<file path="src/rtl/mem_arb_pkg.sv">
// Shared constants and types for the two-port memory arbiter.
// Port 0 carries instruction fetches and port 1 carries data accesses.
package mem_arb_pkg;

  localparam int AW_DEF       = 16;
  localparam int DW_DEF       = 16;
  localparam int MAX_WAIT_DEF = 4;

  typedef enum logic {
    PORT_IFETCH = 1'b0,
    PORT_DATA   = 1'b1
  } port_e;

  typedef struct packed {
    logic              req;
    logic              we;
    logic [AW_DEF-1:0] addr;
    logic [DW_DEF-1:0] wdata;
  } mem_req_t;

endpackage

</file>
<file path="src/rtl/mem_arbiter.sv">
// Two-port single-memory arbiter. Port 1 (data) has priority, but port 0
// (fetch) is forced through once it has been denied MAX_WAIT times.
module mem_arbiter
  import mem_arb_pkg::*;
#(
  parameter int AW       = AW_DEF,
  parameter int DW       = DW_DEF,
  parameter int MAX_WAIT = MAX_WAIT_DEF,
  localparam int AGE_W   = $clog2(MAX_WAIT + 1)
) (
  input  logic             clk,
  input  logic             rst,
  input  logic             p0_req,
  input  logic             p0_we,
  input  logic [AW-1:0]    p0_addr,
  input  logic [DW-1:0]    p0_wdata,
  input  logic             p1_req,
  input  logic             p1_we,
  input  logic [AW-1:0]    p1_addr,
  input  logic [DW-1:0]    p1_wdata,
  output logic             p0_gnt,
  output logic             p1_gnt,
  output logic             p0_rvalid,
  output logic             p1_rvalid,
  output logic [DW-1:0]    p0_rdata,
  output logic [DW-1:0]    p1_rdata,
  output logic [AW-1:0]    mem_raddr,
  output logic             mem_re,
  output logic [AW-1:0]    mem_waddr,
  output logic [DW-1:0]    mem_wdata,
  output logic             mem_we,
  input  logic [DW-1:0]    mem_rdata,
  output logic [AGE_W-1:0] dbg_age_cnt
);

  localparam logic [AGE_W-1:0] AGE_MAX = AGE_W'(MAX_WAIT);

  logic [AGE_W-1:0] age_q, age_d;
  logic             rd_pend_q, rd_pend_d;
  port_e            rd_sel_q, rd_sel_d;

  logic             p0_win, p1_win, any_win, win_we;
  logic [AW-1:0]    win_addr;
  logic [DW-1:0]    win_wdata;

  // Grants are gated by rst so they drop the moment reset asserts.
  always_comb begin
    p0_win    = rst && p0_req && (!p1_req || (age_q == AGE_MAX));
    p1_win    = rst && p1_req && !p0_win;
    any_win   = p0_win || p1_win;
    win_we    = p0_win ? p0_we    : p1_we;
    win_addr  = p0_win ? p0_addr  : p1_addr;
    win_wdata = p0_win ? p0_wdata : p1_wdata;

    p0_gnt    = p0_win;
    p1_gnt    = p1_win;
    mem_re    = any_win && !win_we;
    mem_we    = any_win && win_we;
    mem_raddr = mem_re ? win_addr  : '0;
    mem_waddr = mem_we ? win_addr  : '0;
    mem_wdata = mem_we ? win_wdata : '0;

    age_d = age_q;
    if (p0_win) begin
      age_d = '0;
    end else if (rst && p0_req && (age_q != AGE_MAX)) begin
      age_d = age_q + AGE_W'(1);
    end

    rd_pend_d = mem_re;
    rd_sel_d  = p0_win ? PORT_IFETCH : PORT_DATA;
  end

  always_ff @(posedge clk or negedge rst) begin
    if (!rst) begin
      age_q     <= '0;
      rd_pend_q <= 1'b0;
      rd_sel_q  <= PORT_IFETCH;
    end else begin
      age_q     <= age_d;
      rd_pend_q <= rd_pend_d;
      rd_sel_q  <= rd_sel_d;
    end
  end

  // Both ports see the memory data; rvalid tells each whether it is theirs.
  assign p0_rvalid   = rd_pend_q && (rd_sel_q == PORT_IFETCH);
  assign p1_rvalid   = rd_pend_q && (rd_sel_q == PORT_DATA);
  assign p0_rdata    = mem_rdata;
  assign p1_rdata    = mem_rdata;
  assign dbg_age_cnt = age_q;

endmodule

</file>
<file path="config.mk">
export PLATFORM = sky130hd
export DESIGN_NAME = mem_arbiter
export DESIGN_NICKNAME = d
export VERILOG_FILES = /design/src/rtl/mem_arb_pkg.sv /design/src/rtl/mem_arbiter.sv
export SDC_FILE = /design/constraint.sdc
export NUM_CORES = 1
export LEC_CHECK = 0
export BUFFER_PORTS_ARGS = -buffer_cell sky130_fd_sc_hd__buf_2
export CAP_MARGIN = 20
export CORE_AREA = 2 2 69 71
export DETAILED_ROUTE_END_ITERATION = 8
export DIE_AREA = 0 0 71 73
export PLACE_DENSITY = 0.72
export SKIP_LAST_GASP = 1
export SYNTH_ARGS = -nofsm -noshare
export SYNTH_HDL_FRONTEND = slang
export SYNTH_SLANG_ARGS = --single-unit
</file>
<file path="constraint.sdc">
create_clock -name clk -period 2 [get_ports clk]
set_input_delay 0.2 -clock clk [delete_from_list [all_inputs] [get_ports clk]]
set_output_delay 0.2 -clock clk [all_outputs]
set_load 0.02 [all_outputs]
</file>
==> results.txt, run 1 <==
In the final layout, the share of cells above drive strength 1 is 0.691. The initial antenna violation count is 0. On the critical path, the stage with the largest delay is an instance of sky130_fd_sc_hd__dfrtp_1. Timing would allow up to 474 MHz. The number of placement rows came out at 25.

The cell-internal power came out at 0.485 mW. The arrival time at the worst endpoint is 1.91 ns. The number of global-route vias before repair came out at 1349. The maximum fanout along the worst path is 6. The weighted congestion at the end of routability-driven global placement is 0.784.

The number of DRC violations after detailed-routing iteration 0 came out at 27. The maximum clock path buffer count came out at 2. The largest single stage delay on the critical path is 0.35 ns. The total wirelength of the detailed-routed design came out at 4580 um. Of the post-synthesis cell area, the dominant cell type holds 0.386.

The overall die width is 71 um. The gate count after technology mapping is 122. The overall die area came out at 5180 sq um. The count of antenna-violating nets left after detailed routing came out at 0. The share of total power in combinational logic is 0.594. The cell area after technology mapping is 1090 sq um. The worst vdd rail ir drop came out at 0.371 mV. The power per standard cell area came out at 369 nW/um^2. On the final layout, the worst hold slack is 0.271 ns. The number of endpoints with negative hold slack in the final report is 0.

Counting both buffers and inverters, the worst setup path holds a total of 5. Once detailed placement completed, the half-perimeter wirelength came to 2940 um. Counting flops and latches in the post-synthesis netlist gives 5.

The final net count is 325. Of all cell types, the one taking the most synthesized area is sky130_fd_sc_hd__a22o_1. The type of the tightest min-delay check is in2reg. The number of sinks on the clock net is 5.

The number of CTS-inserted buffers is 3. STA classifies the critical path endpoint as an output pin. The net switching power figure came out at 0.277 mW. The share of total power dissipated in sequential elements is 0.158.

The proportion of synthesized chip area in sequential cells is 0.115. The via-per-instance ratio is 4.93. The share of the clock period used by the worst path came out at 1.05. The count of pins over their slew limit is 0. The logic depth of the worst path, buffers included came out at 9. The pin count of the biggest net entering global routing came out at 15. The checks that failed: setup timing.

Of the total power, the share spent switching nets is 0.363. Counting distinct cell types in the post-synthesis netlist gives 20. The aggregate global-route resource usage came out at 0.156.

The critical path class is reg2out. The number of optimization iterations in the first detailed-route pass is 4. The signal on the critical path passes through inv_2 > ha_4 > buf_6 > and3_4 > nor3b_4 > buf_6 > clkbuf_16 > a22o_1 > buf_6. The leakage dissipation came out at 1.09 nW. TritonCTS built the clock tree.

The flow ran to the end, but the final reports show violations. The clock insertion delay at the later pin of the skew report came out at 0.23 ns. 175 I/O pins were placed. The number of cells on the worst reg-to-reg path is 8. The placed cell count came out at 273. The smallest setup slack after layout came out at -0.109 ns. The count of max-cap constraint violations is 0. Measured against its own limit, the worst slew margin works out to 0.661. The number of H-tree levels came out at 1. The total vias in the final route came out at 1429. The core footprint is 4540 sq um.

The final-layout fill cell count is 428. The library cell used most frequently in the layout, excluding fill and tap cells, is sky130_fd_sc_hd__buf_2. Setup repair after global routing could not meet its margin everywhere. The routed design could run at a clock period as short as 2.11 ns. For this run, design rule violations remaining after detail routing come to 0. The post-synthesis average cell area came out at 8.93 sq um.

The total area of multi-input combinational cells is 672 sq um. The initial standard-cell utilization of the core came out at 0.240. The share of total power dissipated in the clock network is 0.249. The wire length per cell after detailed routing came out at 15.8 um. Summed over all layers, the global routing overflow is 0. The setup skew after layout came out at 0.00308 ns. On the critical path the largest part of the delay comes from buffers and inverters. The kind of start point of the critical path is a flop. Ranked by total cell area, the synthesized netlist is headed by sky130_fd_sc_hd__a22o_1, sky130_fd_sc_hd__buf_4, sky130_fd_sc_hd__dfrtp_1. Among the stages of the critical path, the cell type that occurs most often is sky130_fd_sc_hd__buf_6.

The final setup violation count came out at 49. The count of non-filler cells in the finished layout came out at 290. The die extent in y came out at 73 um. The number of nets in the synthesized netlist is 210. The first-pass GRT wire length came out at 6280 um. At the pin with the least slew margin, the transition time is 0.508 ns.

The worst path required time is 1.80 ns. The root buffer cell chosen for the clock tree is sky130_fd_sc_hd__clkbuf_8. The top cell types in the final layout, fill and taps aside, are sky130_fd_sc_hd__buf_2, sky130_fd_sc_hd__buf_6, sky130_fd_sc_hd__a22o_1. The register area came out at 125 sq um. The total of warnings raised by yosys came out at 0. The count of buffers from port buffering came out at 126.

After clock tree synthesis, the clock-pin slew on the worst setup and hold paths is 0.04 ns. The hold-critical path depth is 3. The synthesis-to-layout area growth came out at 89.8%. The number of antenna diodes in the final layout is 0.
power by group through the flow:
| stage | Combinational, mW | Sequential [mW] | Clock [mW] |
|---|---|---|---|
| after floorplan | 0.261 | 0.133 | 0 |
| after global placement | 0.344 | 0.120 | 0 |
| after detailed placement | 0.349 | 0.120 | 0 |
| after CTS | 0.421 | 0.119 | 0.196 |
| after global routing | 0.486 | 0.121 | 0.203 |
| final | 0.453 | 0.120 | 0.190 |
synthesized netlist by cell type:
cell type and n:
sky130_fd_sc_hd__and2_1 1, sky130_fd_sc_hd__and3_4 1, sky130_fd_sc_hd__nor3b_1 1, sky130_fd_sc_hd__ha_1 2, sky130_fd_sc_hd__a21boi_4 1, sky130_fd_sc_hd__nor3b_4 2, sky130_fd_sc_hd__buf_4 36, sky130_fd_sc_hd__nor2_1 2
sky130_fd_sc_hd__nand3_1 1, sky130_fd_sc_hd__nand4_1 1, sky130_fd_sc_hd__a22o_1 48, sky130_fd_sc_hd__nand2_2 1, sky130_fd_sc_hd__buf_6 4, sky130_fd_sc_hd__dfrtp_1 5, sky130_fd_sc_hd__nor2b_1 1, sky130_fd_sc_hd__or2_1 2
sky130_fd_sc_hd__inv_1 3, sky130_fd_sc_hd__o21ai_0 4, sky130_fd_sc_hd__nand2_1 4, sky130_fd_sc_hd__nor3_4 2
path summary, 6_finish.rpt:
| kind | startpoint | end | slack, ns |
|---|---|---|---|
| max reg2reg | dbg_age_cnt[0] | rd_pend_q | 0.36 |
| max in group asynchronous | rst | rd_sel_q | 1.29 |
| max | dbg_age_cnt[0] | mem_waddr[12] | -0.11 |
| min reg2reg | dbg_age_cnt[0] | dbg_age_cnt[0] | 0.60 |
| min | p0_req | dbg_age_cnt[0] | 0.27 |
| min in group asynchronous | rst | dbg_age_cnt[2] | 0.51 |
stage by stage:
| stage | setup slack [ns] | TNS, ns | instance area [sq um] | total power, mW | utilization |
|---|---|---|---|---|---|
| CTS | -0.132 | -3.87 | 1970 | 0.735 | 0.434 |
| floorplan | 0.0927 | 0 | 1090 | 0.395 | - |
| finish | -0.109 | -2.47 | 2070 | 0.763 | 0.456 |
| detailed placement | -0.217 | -4.24 | 1570 | 0.470 | 0.346 |
| global placement | -0.169 | -2.46 | 1570 | 0.464 | 0.346 |
| global route | -0.171 | -6.05 | 2070 | 0.810 | 0.456 |
state kept, by name (all words and copies together), names as in the netlist:
register,flops
dbg_age_cnt,3
rd_sel_q,1
rd_pend_q,1
worst reg2reg max path, delay by kind of cell, from the launching register on:
family / cells / cell delay (ns)
adders and majority gates: 1 / 0.15
AOI/OAI and AO/OA: 1 / 0.25
DFF: 1 / 0.35
and+or+nand+nor: 2 / 0.31
buffers and inverters: 4 / 0.45
logic make-up (layout without fill, tap and decap cells):
| group | Yosys count | after routing | share of synthesized area |
|---|---|---|---|
| AO/OA/AOI/OAI | 53 | 53 | 0.421 |
| buffers and inverters | 43 | 156 | 0.300 |
| AND/OR/NAND/NOR | 19 | 20 | 0.141 |
| flip-flops | 5 | 5 | 0.115 |
| adder cells (fa/ha/maj) | 2 | 2 | 0.0230 |
per-layer routing:
metal  vias up  track usage  wire length [um]
met5         -            0                 0
met4         0       0.0587                70
met3        11       0.0304               293
met2        86        0.293              2470
met1       659        0.175              1750
li1        673            -                 -
what timing repair did:
item | 4_1_cts | 5_1_grt
endpoints found under the hold margin | 5 | 0
endpoints found under the setup margin | 50 | 50
hold buffers | 1 | 0
setup buffers | 7 | 2
gates resized for setup | 77 | 27
cloned | 3 | 2
pin swaps | 30 | 18
cell type report:
type / instances / share of cell area
timing repair buffer: 149 / 0.555
multi-input combinational: 75 / 0.325
sequential: 5 / 0.0605
tap: 54 / 0.0327
clock buffer: 4 / 0.0218
inverter: 3 / 0.00544
Note: power is estimated with default switching activity, not from simulation.
==> inputs of run 2 (changes only) <==
--- a/config.mk
+++ b/config.mk
@@ -10,6 +10,7 @@
 export CORE_AREA = 2 2 69 71
 export DETAILED_ROUTE_END_ITERATION = 8
 export DIE_AREA = 0 0 71 73
+export GPL_TIMING_DRIVEN = 0
 export PLACE_DENSITY = 0.72
 export SKIP_LAST_GASP = 1
 export SYNTH_ARGS = -nofsm -noshare
==> results.txt, run 2 (synthesis gave the netlist of run 1 again) <==
The flow ran to the end, and the final reports show no timing, DRC or antenna violations. The number of global-route vias before repair came out at 1380 (+2.3%). The critical path class is reg2out. The leakage dissipation is 1.33 nW (+23%). The overall die width is 71 um (unchanged). The register share of total power came to 0.144 (-0.014). The number of placement rows was 25 (unchanged). The weighted congestion at the end of routability-driven global placement is 0.738 (-5.8%). The share of post-route cells with drive strength above 1 is 0.753 (+0.0618).

The pin count of the biggest net entering global routing came out at 11 (-4). The number of DRC violations after detailed-routing iteration 0 is 46 (+70%). The worst setup path is captured at an output pin.

The worst path required time is 1.80 ns (about the same). The maximum clock path buffer count was 2 (unchanged). The via-per-instance ratio is 4.51 (-8.5%). The initial standard-cell utilization of the core is 0.240 (unchanged). The initial antenna violation count is 0 (unchanged). The number of I/O pins is 175 (unchanged).

The number of CTS-inserted buffers came to 3 (unchanged). The aggregate global-route resource usage is 0.148 (-0.00866). The power per standard cell area is 365 nW/um^2 (-1.0%). The antenna cell count is 0 (unchanged). The time the worst path needs with I/O delays and setup came out at 1.99 ns (-0.117 ns).

The count of buffers from port buffering came out at 158 (+25%). The worst setup path is launched from a flop. In the layout the commonest cells are sky130_fd_sc_hd__buf_2, sky130_fd_sc_hd__buf_4, sky130_fd_sc_hd__a22o_1. The number of optimization iterations in the first detailed-route pass was 4 (unchanged).

The count of antenna-violating nets left after detailed routing is 0 (unchanged). The share of the clock period used by the worst path came out at 0.996 (-0.0586). The final net count came to 388 (+19%).

The total wirelength of the detailed-routed design is 4330 um (-5.5%). The arrival time at the worst endpoint came to 1.79 ns (-0.12 ns). The library cell used most frequently in the layout, excluding fill and tap cells, is sky130_fd_sc_hd__buf_2.

The final setup violation count came out at 0 (-100%). Setup repair after global routing could not meet its margin everywhere. The number of cells on the worst reg-to-reg path came out at 6 (-2).

The worst max-slew margin expressed relative to the limit is 0.827 (+0.165). The count of pins over their slew limit came out at 0 (unchanged). The placed cell count was 334 (+22%). The die extent in y is 73 um (unchanged). The total vias in the final route is 1592 (+11%). The number of endpoints with negative hold slack in the final report came out at 0 (unchanged). The count of max-cap constraint violations came out at 0 (unchanged). The overall die area is 5180 sq um (unchanged). The number of sinks on the clock net came out at 5 (unchanged). TritonCTS built the clock tree. The slew at the pin closest to its max-slew limit came out at 0.259 ns (-0.248 ns). The half-perimeter wire length of the detailed placement result came to 3340 um (+14%).

The cell sitting at the root of the clock tree is a sky130_fd_sc_hd__clkbuf_8. The core footprint came out at 4540 sq um (unchanged). The share of total power in combinational logic came to 0.625 (+0.031).

The overall power consumption came out at 0.837 mW (+9.8%). The fmax came out at 502 MHz (+5.9%). The maximum fanout along the worst path came to 10 (+4). The proportion of total power due to net switching came out at 0.389 (+0.0256).

The tightest min-delay check is of the in2reg type. The number of H-tree levels came out at 1 (unchanged). The setup skew after layout came out at 0.00386 ns (+0.000786 ns). The final core utilization is 0.506 (+0.0497). The worst vdd rail ir drop is 0.427 mV (+15%). The first-pass GRT wire length came to 6240 um (-0.67%).

The sum of overflow across all layers after global routing is 0 (unchanged). The synthesis-to-layout area growth came out at 110%. The wire length per cell after detailed routing is 12.3 um (-22%). The hold-critical path depth is 3 (unchanged).

The number of flip-flops under the largest register name came out at 3 (unchanged). The clock share of power came out at 0.231 (-0.018). The clock transition at the register clock pins on the worst setup and hold paths after CTS came out at 0.03 ns (about the same). The clock insertion delay at the later pin of the skew report came out at 0.23 ns (about the same). The residual DRC count is 0 (unchanged). The count of non-filler cells in the finished layout is 353 (+22%). The cell-internal power came out at 0.512 mW (+5.4%). The net switching power figure is 0.326 mW (+18%).
-- run 2: metal layers --
metal / up-vias / GRT usage / routed length (um) / part of all wire
met4: 0 / 0.0314 / 14 / 0.0032
met2: 93 / 0.287 / 2330 / 0.54
met1: 703 / 0.166 / 1580 / 0.37
li1: 793 / - / - / -
met5: - / 0 / 0 / 0
met3: 3 / 0.0290 / 400 / 0.092
-- run 2: cell type report --
cell class | instances | area (sq um)
flip-flops and latches | 5 | 125
repair buffers | 173 | 1060
plain buffers | 40 | 334
clock buffers | 4 | 45.0
inverters | 3 | 11.3
multi-input cells | 74 | 651
fillers | 439 | 2240
well taps | 54 | 67.6
-- run 2: worst paths after layout --
path	startpoint	to	slack, ns
setup / recovery	dbg_age_cnt[0]	mem_waddr[14]	0.008
hold / removal	p0_req	dbg_age_cnt[0]	0.27
setup reg to reg	dbg_age_cnt[0]	rd_pend_q	0.61
hold reg to reg	dbg_age_cnt[2]	dbg_age_cnt[2]	0.61
max in group asynchronous	rst	dbg_age_cnt[0]	1.35
min in group asynchronous	rst	rd_pend_q	0.44
-- run 2: power groups by stage --
| stage | clock (mW) | combinational, mW | sequential (mW) |
|---|---|---|---|
| after global routing | 0.205 | 0.563 | 0.122 |
| final | 0.193 | 0.523 | 0.121 |
| after CTS | 0.198 | 0.489 | 0.120 |
| after global placement | 0 | 0.440 | 0.124 |
| after floorplan | 0 | 0.261 | 0.133 |
| after detailed placement | 0 | 0.446 | 0.125 |
-- run 2: what timing repair did --
action                     in CTS  in global routing
resized for setup               7                 55
hold buffers                    1                  0
hold endpoints to repair        5                  0
setup endpoints to repair      50                 48
pin swaps                       5                 15
setup buffers                  10                  3
cloned                          1                  0
-- run 2: through the flow --
| step | hold slack [ns] | setup TNS, ns | instance area [sq um] | worst slack [ns] |
|---|---|---|---|---|
| after floorplan | -0.0956 | 0 | 1090 | 0.0927 |
| after detailed placement | 0.0529 | -0.185 | 1950 | -0.0195 |
| final | 0.273 | 0 | 2290 | 0.00790 |
| after CTS | 0.273 | 0 | 2110 | 0.0134 |
| after global routing | 0.298 | -2.30 | 2290 | -0.0954 |
| after global placement | 0.0469 | -0.0847 | 1950 | -0.0134 |
-- run 2: critical path, stage by stage (launching register included) --
cell and delay (ns):
sky130_fd_sc_hd__dfrtp_1 0.37, sky130_fd_sc_hd__inv_2 0.06, sky130_fd_sc_hd__ha_4 0.17, sky130_fd_sc_hd__and3_4 0.17, sky130_fd_sc_hd__nor3b_4 0.23, sky130_fd_sc_hd__buf_6 0.15
sky130_fd_sc_hd__buf_8 0.12, sky130_fd_sc_hd__a22o_1 0.15, sky130_fd_sc_hd__buf_4 0.14
==> inputs of run 3 (changes only) <==
--- a/config.mk
+++ b/config.mk
@@ -11,6 +11,7 @@
 export DETAILED_ROUTE_END_ITERATION = 8
 export DIE_AREA = 0 0 71 73
 export GPL_TIMING_DRIVEN = 0
+export HOLD_SLACK_MARGIN = 0.12
 export PLACE_DENSITY = 0.72
 export SKIP_LAST_GASP = 1
 export SYNTH_ARGS = -nofsm -noshare
==> constraint.sdc (replaced) <==
create_clock -name clk -period 2 [get_ports clk]
set_input_delay 0.2 -clock clk [delete_from_list [all_inputs] [get_ports clk]]
set_output_delay 0.2 -clock clk [all_outputs]
set_load 0.05 [all_outputs]
==> results.txt, run 3 (synthesis gave the netlist of run 1 again) <==
The number of global-route vias before repair was 1515 (+9.8%). The slew at the pin closest to its max-slew limit came out at 0.259 ns (+0.000132 ns). The number of endpoints with negative hold slack in the final report came out at 0 (unchanged).

The final setup violation count is 19 (+19). The share of the clock period used by the worst path is 1.01 (+0.0154). The sum of overflow across all layers after global routing came out at 0 (unchanged). The wire length per cell after detailed routing is 14.5 um (+19%).

The final-layout fill cell count came to 373 (-15%). The routing usage on met3 is 0.0304 (+0.00138). The placed cell count came out at 334 (unchanged). The maximum fanout along the worst path came out at 10 (unchanged). The worst setup slack after placement came to -0.129 ns (-0.110 ns). The number of optimization iterations in the first detailed-route pass is 4 (unchanged). The total wirelength of the detailed-routed design is 5150 um (+19%). The final net count is 389 (+0.26%). Setup repair after global routing could not meet its margin everywhere. The aggregate global-route resource usage came out at 0.164 (+0.0162). TritonCTS built the clock tree. The count of max-cap constraint violations is 0 (unchanged). The overall die area came out at 5180 sq um (unchanged).

The total vias in the final route is 1649 (+3.6%). The weighted congestion at the end of routability-driven global placement is 0.835 (+13%). The time the worst path needs with I/O delays and setup came out at 2.02 ns (+0.0308 ns). The met2 capacity usage during global routing came out at 0.320 (+0.0332). The clock insertion delay at the later pin of the skew report came out at 0.22 ns (about the same). The flow ran to the end, but the final reports show violations.

The register area was 128 sq um (+2.0%). The clock transition at the register clock pins on the worst setup and hold paths after CTS is 0.04 ns (about the same). The residual DRC count is 0 (unchanged).

The setup skew after layout came out at 0.00220 ns (-0.00166 ns). The worst path required time is 1.80 ns (about the same). The smallest setup slack after layout is -0.0229 ns (-0.0308 ns).

From synthesis to final layout, the design area changed by 149%. The first-pass GRT wire length was 6980 um (+12%). Leaving out fill and tap cells, the most frequent cells in the layout are sky130_fd_sc_hd__buf_2, sky130_fd_sc_hd__buf_4, sky130_fd_sc_hd__buf_6. The count of buffers from port buffering came out at 158 (unchanged). The number of CTS-inserted buffers came to 3 (unchanged). The hold path startpoint is p0_req. The internal reg-to-reg setup slack is 0.57 ns (-0.04 ns). The antenna cell count came out at 0 (unchanged). The worst max-slew margin expressed relative to the limit came out at 0.827 (about the same). The critical path class is reg2out. The final reports fail on setup timing.

The number of sinks on the clock net is 5 (unchanged). The worst setup path is captured at an output pin. The total area of multi-input combinational cells came out at 881 sq um (+35%). The number of DRC violations after detailed-routing iteration 0 is 30 (-35%). The endpoint of the lowest-slack register-to-register path is rd_pend_q. The initial antenna violation count came out at 0 (unchanged). The number of flip-flops under the largest register name was 3 (unchanged). The area after detailed placement was 2060 sq um (+5.8%). The share of post-route cells with drive strength above 1 is 0.913 (+0.161).

The fmax came out at 494 MHz (-1.5%). The count of pins over their slew limit is 0 (unchanged). The number of cells on the worst reg-to-reg path is 6 (unchanged).

The maximum clock path buffer count is 2 (unchanged). The arrival time at the worst endpoint is 1.82 ns (+0.03 ns). The via-per-instance ratio is 4.66 (+3.3%). The area of all placed cells without fillers is 2720 sq um (+18%). The overall die width is 71 um (unchanged). The number of H-tree levels came to 1 (unchanged). The power per standard cell area is 414 nW/um^2 (+13%). The number of placement rows came out at 25 (unchanged).

The leakage dissipation came out at 1.51 nW (+13%). The number of I/O pins is 175 (unchanged). The busiest layer in global routing is met2. The pin count of the biggest net entering global routing is 11 (unchanged).

The leading cell type in the layout, fill and taps excluded is sky130_fd_sc_hd__buf_2. The die extent in y came out at 73 um (unchanged). The half-perimeter wire length of the detailed placement result is 3560 um (+6.4%). The cell chosen for the clock root is sky130_fd_sc_hd__clkbuf_8. The hold-critical path endpoint is dbg_age_cnt[2]. The count of antenna-violating nets left after detailed routing came out at 0 (unchanged). The core footprint is 4540 sq um (unchanged). STA classifies the critical path startpoint as a flop. The count of non-filler cells in the finished layout is 354 (+0.28%). The min-delay analysis places its worst path in the category in2reg.

In this run the critical register-to-register path is launched from dbg_age_cnt[0]. The hold-critical path depth came to 3 (unchanged). The worst vdd rail ir drop was 0.386 mV (-9.7%). The initial standard-cell utilization of the core is 0.240 (unchanged). The met1 track demand over resource in global routing is 0.187 (+0.0208).
## run 3: cell count changes in the layout (fill, tap and decap cells not counted), sizes merged
cell    previous run  this run
buf              212       199
clkbuf             4        18
## run 3: worst max-delay path, cell delays in order (launching register included)
cell	delay, ns
sky130_fd_sc_hd__dfrtp_2	0.40
sky130_fd_sc_hd__inv_2	0.08
sky130_fd_sc_hd__ha_4	0.16
sky130_fd_sc_hd__and3_4	0.22
sky130_fd_sc_hd__nor3b_4	0.06
sky130_fd_sc_hd__buf_6	0.14
sky130_fd_sc_hd__buf_12	0.14
sky130_fd_sc_hd__a22o_4	0.26
sky130_fd_sc_hd__buf_8	0.15
## run 3: worst max path at each step
| stage | to | start | slack (ns) | cells past startpoint |
|---|---|---|---|---|
| floorplan | mem_raddr[14] | dbg_age_cnt[0] | -0.03 | 6 |
| global placement | mem_raddr[9] | dbg_age_cnt[0] | -0.11 | 7 |
| detailed placement | mem_raddr[9] | dbg_age_cnt[0] | -0.13 | 7 |
| CTS | mem_wdata[11] | dbg_age_cnt[1] | -0.005 | 8 |
| global route | mem_waddr[7] | dbg_age_cnt[0] | -0.07 | 8 |
| finish | mem_waddr[7] | dbg_age_cnt[0] | -0.02 | 8 |
## run 3: layout make-up
type                            instances  share of cell area
Inverter                                3             0.00414
Tap cell                               54              0.0249
Buffer                                 40               0.126
Clock buffer                            4              0.0166
Sequential cell                         5              0.0470
Multi-Input combinational cell         74               0.324
Timing Repair Buffer                  174               0.457
## run 3: per-stage QoR
stage          setup TNS, ns  total power [mW]  hold slack (ns)   util
3_3_place_gp           -3.00             0.787           0.0489  0.454
3_5_place_dp           -3.15             0.793           0.0504  0.454
4_1_cts             -0.00836              1.07            0.282  0.539
5_1_grt                -2.08              1.18            0.294  0.599
6_report              -0.224              1.12            0.279  0.599
2_1_floorplan         -0.954             0.616          -0.0956      -
## run 3: where the power goes
group	internal (mW)	switching (mW)
sequential	0.114	0.00755
clock	0.137	0.0514
combinational	0.323	0.492
## run 3: repair_timing
action	in CTS	in global routing
pin swaps	6	6
hold endpoints to repair	5	0
gates cloned	1	1
hold buffers	1	0
setup endpoints to repair	50	50
resized for setup	76	61
buffers inserted	10	3
## run 3: per-layer routing
metal | vias to the layer above | part of all wire
li1 | 796 | -
met1 | 744 | 0.35
met2 | 105 | 0.57
met3 | 4 | 0.079
met4 | 0 | 0.0078
met5 | - | 0
